## config.mk

```make
export PLATFORM = sky130hd
export DESIGN_NAME = uart_byte_receiver
export DESIGN_NICKNAME = d
export VERILOG_FILES = /design/src/rtl/uart_rx_pkg.sv /design/src/rtl/rx_synchronizer.sv /design/src/rtl/uart_byte_receiver.sv
export SDC_FILE = /design/constraint.sdc
export NUM_CORES = 1
export LEC_CHECK = 0
export ABC_AREA = 1
export BUFFER_PORTS_ARGS = -buffer_cell sky130_fd_sc_hd__buf_4
export CAP_MARGIN = 15
export CELL_PAD_IN_SITES_DETAIL_PLACEMENT = 0
export CELL_PAD_IN_SITES_GLOBAL_PLACEMENT = 1
export CORE_MARGIN = 2
export CORE_UTILIZATION = 35
export CTS_BUF_LIST = sky130_fd_sc_hd__clkbuf_2 sky130_fd_sc_hd__clkbuf_4 sky130_fd_sc_hd__clkbuf_8
export CTS_CLUSTER_SIZE = 8
export DETAILED_ROUTE_END_ITERATION = 10
export PLACE_DENSITY_LB_ADDON = 0.1
export SLEW_MARGIN = 40
export SYNTH_ARGS = -nofsm -noshare
export SYNTH_HDL_FRONTEND = slang
export SYNTH_HIERARCHICAL = 1
export SYNTH_SLANG_ARGS = --single-unit
```

## constraint.sdc

```tcl
create_clock -name clk -period 1.55 [get_ports clk]
set_clock_uncertainty 0.05 [all_clocks]
set_input_delay 0.155 -clock clk [delete_from_list [all_inputs] [get_ports clk]]
set_output_delay 0.155 -clock clk [all_outputs]
set_load 0.01 [all_outputs]
```

## src/rtl/uart_rx_pkg.sv

```systemverilog
// Shared types and helpers for the UART byte receiver.
package uart_rx_pkg;

  typedef enum logic [2:0] {
    IDLE,
    START,
    DATA,
    PARITY,
    STOP,
    BREAK
  } rx_state_e;

  localparam int UART_DATA_BITS = 8;

  // Width of a counter that must hold values 0 .. n-1 (never narrower than 1 bit).
  function automatic int cnt_width(input int n);
    return (n > 1) ? $clog2(n) : 1;
  endfunction

endpackage

```

## src/rtl/rx_synchronizer.sv

```systemverilog
// Two-flop synchroniser for an asynchronous input pin. Resets to RST_VAL so an
// idle-high line (UART rx, pulled-up buttons) never looks active out of reset.
module rx_synchronizer #(
  parameter logic RST_VAL = 1'b1
) (
  input  logic clk,
  input  logic reset,
  input  logic async_i,
  output logic sync_o
);

  logic meta_q;
  logic sync_q;

  // Two-stage capture; the first stage may go metastable, the second settles it.
  always_ff @(posedge clk) begin
    if (reset) begin
      meta_q <= RST_VAL;
      sync_q <= RST_VAL;
    end else begin
      meta_q <= async_i;
      sync_q <= meta_q;
    end
  end

  assign sync_o = sync_q;

endmodule

```

## src/rtl/uart_byte_receiver.sv

```systemverilog
// UART byte receiver: deserialises 8N1 frames (8E1 when UART_RX_PARITY_EN is
// defined) from an idle-high serial pin. Good bytes land in a holding register
// with a one-cycle data_valid strobe; bad stop bits give a one-cycle
// framing_error and park in BREAK until the line returns high.
module uart_byte_receiver
  import uart_rx_pkg::*;
#(
  parameter int CLKS_PER_BIT = 434,
  parameter int DATA_BITS    = UART_DATA_BITS
) (
  input  logic                 clk,
  input  logic                 reset,
  input  logic                 rx,
  output logic [DATA_BITS-1:0] data,
  output logic                 data_valid,
  output logic                 framing_error,
  output logic                 parity_error,
  output logic                 busy
);

  localparam int CW = cnt_width(CLKS_PER_BIT);
  localparam int IW = $clog2(DATA_BITS + 1);

  // Full bit period and half bit period terminal counts.
  localparam logic [CW-1:0] BIT_LAST  = CW'(CLKS_PER_BIT - 1);
  localparam logic [CW-1:0] HALF_LAST = CW'(CLKS_PER_BIT / 2 - 1);
  localparam logic [IW-1:0] IDX_LAST  = IW'(DATA_BITS - 1);

  logic                 rx_s;
  rx_state_e            state_q, state_d;
  logic [CW-1:0]        cnt_q, cnt_d;
  logic [IW-1:0]        idx_q, idx_d;
  logic [DATA_BITS-1:0] shift_q, shift_d;
  logic [DATA_BITS-1:0] data_q, data_d;
  logic                 dv_q, dv_d;
  logic                 fe_q, fe_d;
`ifdef UART_RX_PARITY_EN
  logic                 par_q, par_d;
  logic                 pe_q, pe_d;
`endif

  rx_synchronizer #(.RST_VAL(1'b1)) u_sync (
    .clk     (clk),
    .reset   (reset),
    .async_i (rx),
    .sync_o  (rx_s)
  );

  // Register stage: state, timing counters, shift register and output pulses.
  always_ff @(posedge clk) begin
    if (reset) begin
      state_q <= IDLE;
      cnt_q   <= '0;
      idx_q   <= '0;
      shift_q <= '0;
      data_q  <= '0;
      dv_q    <= 1'b0;
      fe_q    <= 1'b0;
`ifdef UART_RX_PARITY_EN
      par_q   <= 1'b0;
      pe_q    <= 1'b0;
`endif
    end else begin
      state_q <= state_d;
      cnt_q   <= cnt_d;
      idx_q   <= idx_d;
      shift_q <= shift_d;
      data_q  <= data_d;
      dv_q    <= dv_d;
      fe_q    <= fe_d;
`ifdef UART_RX_PARITY_EN
      par_q   <= par_d;
      pe_q    <= pe_d;
`endif
    end
  end

  // Frame sequencing: every sample is taken at mid-bit, timed from the start edge.
  always_comb begin
    state_d = state_q;
    cnt_d   = cnt_q;
    idx_d   = idx_q;
    shift_d = shift_q;
    data_d  = data_q;
    dv_d    = 1'b0;
    fe_d    = 1'b0;
`ifdef UART_RX_PARITY_EN
    par_d   = par_q;
    pe_d    = 1'b0;
`endif
    case (state_q)
      IDLE: begin
        if (!rx_s) begin
          cnt_d   = '0;
          state_d = START;
        end
      end
      START: begin
        // Re-check the line half a bit in; a high here was only a glitch.
        if (cnt_q == HALF_LAST) begin
          cnt_d = '0;
          if (rx_s) begin
            state_d = IDLE;
          end else begin
            idx_d   = '0;
            state_d = DATA;
          end
        end else begin
          cnt_d = cnt_q + 1'b1;
        end
      end
      DATA: begin
        // LSB arrives first: shift in at the top so it ends up at bit 0.
        if (cnt_q == BIT_LAST) begin
          cnt_d   = '0;
          shift_d = {rx_s, shift_q[DATA_BITS-1:1]};
          idx_d   = idx_q + 1'b1;
          if (idx_q == IDX_LAST) begin
`ifdef UART_RX_PARITY_EN
            state_d = PARITY;
`else
            state_d = STOP;
`endif
          end
        end else begin
          cnt_d = cnt_q + 1'b1;
        end
      end
`ifdef UART_RX_PARITY_EN
      PARITY: begin
        if (cnt_q == BIT_LAST) begin
          cnt_d   = '0;
          par_d   = rx_s;
          state_d = STOP;
        end else begin
          cnt_d = cnt_q + 1'b1;
        end
      end
`endif
      STOP: begin
        // Leaving mid-stop-bit lets a start bit that follows immediately be caught.
        if (cnt_q == BIT_LAST) begin
          cnt_d = '0;
          if (rx_s) begin
            state_d = IDLE;
`ifdef UART_RX_PARITY_EN
            if (^{shift_q, par_q}) begin
              pe_d = 1'b1;
            end else begin
              data_d = shift_q;
              dv_d   = 1'b1;
            end
`else
            data_d = shift_q;
            dv_d   = 1'b1;
`endif
          end else begin
            fe_d    = 1'b1;
            state_d = BREAK;
          end
        end else begin
          cnt_d = cnt_q + 1'b1;
        end
      end
      BREAK: begin
        // A held-low line must go high before another start bit is accepted.
        if (rx_s) begin
          state_d = IDLE;
        end
      end
      default: begin
        state_d = IDLE;
      end
    endcase
  end

  assign data          = data_q;
  assign data_valid    = dv_q;
  assign framing_error = fe_q;
  assign busy          = (state_q != IDLE);
`ifdef UART_RX_PARITY_EN
  assign parity_error  = pe_q;
`else
  assign parity_error  = 1'b0;
`endif

endmodule
```

# Word level (Yosys, flattened, before mapping)
# Cells that the tools add are included.
# word_totals
register_bits,36
inputBits,3
# op_classes
n_addsub,2
eq_ne,14
muxes,19
bitwise,2
reduce_logical,11
# ops
op,count
two-way mux 9 bit,3
case mux 9 bit (3 select lines),1
two-way mux 3 bit,7
case mux 3 bit (5 select lines),1
two-way mux 4 bit,3
!= test 2 bit (second input constant),6
adder 9 x 1 -> 9 bit (second input constant),1
equality test 9 x 8 -> 1 bit (second input constant),1
equality test 9 bit (second input constant),1
case mux 4 bit (2 select lines),1
equality test 3 bit (second input constant),2
AND reduction 6 bit,1
nonzero test 3 bit,2
adder 4 x 1 -> 4 bit (second input constant),1
equality test 4 x 3 -> 1 bit (second input constant),1
AND reduction 2 bit,2
AND reduction 4 bit,1
equality test 3 x 1 -> 1 bit (second input constant),1
equality test 3 x 2 -> 1 bit (second input constant),1
logical NOT 3 bit,1
AND reduction 3 bit,1
OR reduction 3 bit,1
two-way mux 1 bit,2
two-way mux 2 bit,1
4 further kinds,5

# Longest topological paths before layout
# depth
depth_word,4
ltp_mapped,11
mapped_depth_nobuf,11

# Cells and area by module
# Netlist, hierarchy kept.
# modules_own_cells
module,instances,cells_per_inst,area_each_um2,seq_area_each_um2
uart_byte_receiver,1,251,1908.1,680.7
rx_synchronizer,1,7,58.8,40.0

# Worst setup path before layout
# OpenSTA, ideal clock, no wires.
# synth_timing
kind,register to register
start,register cnt_q[1]
end,register data_q[3] (netlist: data[3])
setup_time_ps,66
arrival_ps,1248
slack_ps,186
stages_incl_launch_ff,10
n_path_buf,1
synth_period_minus_slack_ps,1364
path_cell_list,dfxtp_1 > inv_1 > ha_1 > nand2_2 > nor2_8 > nand2_8 > nor2_8 > buf_12 > o21ai_2 > a21oi_2
# synth_via
elab_chain_cells,2
# synth_rtl
item,line_no,source
start: declaration,uart_byte_receiver.sv:31,"logic [CW-1:0] cnt_q, cnt_d;"
start signal: assignment,uart_byte_receiver.sv:65,cnt_q <= cnt_d;
equality test 9 bit,uart_byte_receiver.sv:142,if (cnt_q == BIT_LAST) begin
AND reduction 3 bit (no source line),--,
end signal: assignment,uart_byte_receiver.sv:68,data_q <= data_d;
end: declaration,uart_byte_receiver.sv:34,"logic [DATA_BITS-1:0] data_q, data_d;"
# Every way passes these cells.
# A chain may end at the register's enable or synchronous reset.

# Worst setup path after layout
# layout_timing
start,register cnt_q[1]
end,register state_q[0]
# layout_via
elab_chain_cells,3
word_cells_on_any_way,6
classes_between,eq/ne (5); reduce/logical (1)
# layout_rtl
item,line_no,source
equality test 9 bit or equality test 9 x 8 -> 1 bit (tied branches),"uart_byte_receiver.sv:114, uart_byte_receiver.sv:142, uart_byte_receiver.sv:100",
!= test 2 bit (no source line),--,
AND reduction 6 bit (no source line) *,--,
end signal: assignment,uart_byte_receiver.sv:64,state_q <= state_d;
end: declaration,uart_byte_receiver.sv:30,"rx_state_e state_q, state_d;"
# Mark *: on every way between the ends. The rest lies on a longest branch, timed or not.

==> impl_metrics.csv <==
group,metric,value,unit
clock_tree,ctsHtreeMaxLevel,2,
die,design.portCount,15,
outcome,run_status,"finished, final reports clean",
timing,rsz0062_at_grt,"true",
grt,grt_max_degree,24,
yosys,yosysSeqAreaShare,0.366,
routing,final_antenna_net_count,0,
grt,gr-total-overflow,0,
final_layout,final_cells,361,
routing,route.detailed.wl_per_inst,12.5,um
final_layout,multiInputGateArea,1150,um^2
final_layout,final_area,2460,um^2
grt,via_count_of_the_first_global_routing_pass,1586,
yosys,yosysMostFrequentCell,"sky130_fd_sc_hd__nand2_1",
yosys,ys_seq_elements,36,
placement,gp_congestion,0.788,
die,dieHeight,79.0,um
clock_tree,numClockSinks,36,
yosys,yosys-top-cells-area,"sky130_fd_sc_hd__dfxtp_1 (37%), sky130_fd_sc_hd__nand2_1 (8.8%), sky130_fd_sc_hd__inv_1 (6.7%)",
yosys,ys_types,31,
clock_tree,clock_network_latency_to_the_later_pin_of_the_worst_skew_pair,0.29,ns
worst_setup_path,worstPathMaxFanout,8,
worst_setup_path,type_of_element_capturing_the_critical_path,"register",
final_layout,drive_gt1_frac,0.336,
die,fp.dieArea,6240,um^2
final_layout,design.final.nets,295,
yosys,synth.top_cell.area_share,0.366,
timing,final_min_period_over_clock_period,0.988,
grt,global_route_wire_length_before_repair,7530,um
clock_tree,cts.root.buffer_cell,"sky130_fd_sc_hd__clkbuf_8",
final_layout,layout.area.seq,726,um^2
timing,timing.final.hold_violations,0,
yosys,mapped_cells,258,
worst_setup_path,worst_ep_required_time,1.69,ns
placement,io_buffers,13,
run,drv.max_cap_violation_count,0,
yosys,synthTopCellsByCount,"sky130_fd_sc_hd__nand2_1 (46), sky130_fd_sc_hd__dfxtp_1 (36), sky130_fd_sc_hd__inv_1 (35)",
final_layout,area_delta_synth_final,25.2,%
yosys,synth-edff-count,0,
routing,routed-via-count,1653,
die,starting_density_of_the_core,0.359,
routing,drt-vias-per-instance,4.58,
pwr,vdd_drop_max,0.000475,V
clock_tree,cts-buffers-inserted,5,
placement,placedInstanceArea,2140,um^2
worst_setup_path,critPathKind,"reg2reg",
timing,setup_viol,0,
timing,final.setup.tns,0,ns
die,core_area,5470,um^2
pwr,power_leakage,0.00109,uW
timing,fin_crit,1.53,ns
worst_setup_path,cp_data_arrival_time,1.67,ns
yosys,mappedNetlistArea,1970,um^2
placement,dp_hpwl,3030,um
worst_setup_path,timing.critical_path.from_type,"register",
grt,grt_use_total,0.155,
yosys,synth.largest_area_cell,"sky130_fd_sc_hd__dfxtp_1",
timing,final-max-slew-violation-count,0,
routing,dr.first_iter.drc_count,51,
die,die_x,79.0,um
clock_tree,tritoncts_clock_tree,"built",
final_layout,post-route-util,0.450,
yosys,dominant_synthesized_flop_cell,"sky130_fd_sc_hd__dfxtp_1",
yosys,synth-warning-count,6,
pwr,power_per_cell_area,1170,nW/um^2
routing,routed_wirelength,4500,um
final_layout,filler_cell_count,570,
routing,remaining_drc_errors,0,
die,std_cell_rows,27,
clock_tree,max-clock-path-buffers,2,
final_layout,diodes,0,
grt,grt_antenna_before_repair,0,
hold_path,min_path_type,"in2reg",
routing,firstDrtPassIters,4,
yosys,synthesized_area_per_cell,7.62,um^2
placement,post-place-cells,340,
yosys,syn_nets,265,
clock_tree,clk_transition_reported_paths,0.08,ns
timing,timing.hold.ws,0.0656,ns
yosys,synthArstFlopShare,0,
timing,max_clock_freq,653,MHz
[per-stage QoR]
stage | setup slack [ns] | power (uW)
2_1_floorplan | 0.186 | 1770
3_3_place_gp | 0.0231 | 1980
3_5_place_dp | -0.00933 | 1960
4_1_cts | -0.000312 | 2820
5_1_grt | -0.0581 | 3060
6_report | 0.0181 | 2890
[power by group]
group | leakage, uW | switching [uW] | internal [uW]
sequential | 0.000292 | 65.1 | 971
clock | 0.0000541 | 367 | 476
combinational | 0.000740 | 678 | 332
[final cells by class]
cell class              count  area share
multi-input cells         176       0.465
inverters                  43      0.0676
clock inverters             3      0.0173
clock buffers               5      0.0279
flip-flops and latches     36       0.295
well taps                  72      0.0366
repair buffers             26      0.0904
[sequential cells by signal, indices dropped and copies added (netlist names)]
| signal | count |
|---|---|
| u_sync/meta_q | 1 |
| cnt_q | 9 |
| idx_q | 4 |
| data_valid | 1 |
| data | 8 |
| framing_error | 1 |
| u_sync/sync_o | 1 |
| state_q | 3 |
| shift_q | 8 |
[worst max-delay path, cell delays in order, from the launching register on]
cell and delay [ns]:
sky130_fd_sc_hd__dfxtp_2 0.34, sky130_fd_sc_hd__inv_2 0.08, sky130_fd_sc_hd__ha_4 0.14, sky130_fd_sc_hd__nand2_4 0.06, sky130_fd_sc_hd__nor2_8 0.19, sky130_fd_sc_hd__nand2_8 0.12
sky130_fd_sc_hd__nand2_8 0.12, sky130_fd_sc_hd__nand3_4 0.11, sky130_fd_sc_hd__o21bai_1 0.17, sky130_fd_sc_hd__nor2_1 0.05
[layer usage]
metal | routed length (um) | share of wire | up-vias | global-route usage
li1 | - | - | 886 | -
met1 | 2210 | 0.49 | 746 | 0.206
met2 | 2140 | 0.48 | 16 | 0.253
met3 | 106 | 0.024 | 5 | 0.0318
met4 | 41 | 0.0091 | 0 | 0.0466
met5 | 0 | 0 | - | 0
[layout by cell type (no fill, tap or decap), types with 2 or more instances in the layout]
cell type                  instances
sky130_fd_sc_hd__nand2_1          43
sky130_fd_sc_hd__dfxtp_1          34
sky130_fd_sc_hd__inv_1            32
sky130_fd_sc_hd__nor2_1           23
sky130_fd_sc_hd__buf_4            23
sky130_fd_sc_hd__a21oi_1          15
sky130_fd_sc_hd__nand3_1          11
sky130_fd_sc_hd__nand2_2          10
sky130_fd_sc_hd__inv_2             9
sky130_fd_sc_hd__o21ai_0           9
sky130_fd_sc_hd__o21ai_1           8
sky130_fd_sc_hd__nand3_2           7
sky130_fd_sc_hd__nor2_2            6
sky130_fd_sc_hd__nand2_4           5
sky130_fd_sc_hd__a21oi_2           5
sky130_fd_sc_hd__nand3_4           5
sky130_fd_sc_hd__nand4_1           5
sky130_fd_sc_hd__clkbuf_8          5
sky130_fd_sc_hd__nor2_4            4
sky130_fd_sc_hd__nor3_1            4
sky130_fd_sc_hd__nor2_8            3
sky130_fd_sc_hd__ha_1              3
sky130_fd_sc_hd__inv_4             2
sky130_fd_sc_hd__nand2_8           2
sky130_fd_sc_hd__o21ai_4           2
sky130_fd_sc_hd__buf_12            2
[worst paths after layout]
| kind | from | end | slack, ns | cells after the start |
|---|---|---|---|---|
| max reg2reg | cnt_q[1] | state_q[0] | 0.02 | 9 |
| min reg2reg | u_sync/meta_q | u_sync/sync_o | 0.37 | 2 |
| min | reset | cnt_q[1] | 0.07 | 2 |
| max | cnt_q[1] | state_q[0] | 0.02 | 9 |
[cell families (layout without fill, tap and decap cells)]
| kind of cell | after synthesis | in the layout | share of synthesized area |
|---|---|---|---|
| adders and majority gates | 4 | 4 | 0.0254 |
| buffers and inverters | 49 | 77 | 0.111 |
| other | 1 | 1 | 0.00191 |
| DFF | 36 | 36 | 0.366 |
| and+or+nand+nor | 125 | 128 | 0.372 |
| AOI/OAI and AO/OA | 43 | 43 | 0.124 |
[repair_timing]
item,4_1_cts,5_1_grt
resized for setup,0,31
endpoints found under the setup margin,2,27
cloned,1,2
hold buffers,1,0
pin swaps,2,8
endpoints found under the hold margin,1,0
setup buffers,1,8
(Power assumes the default switching activity.)
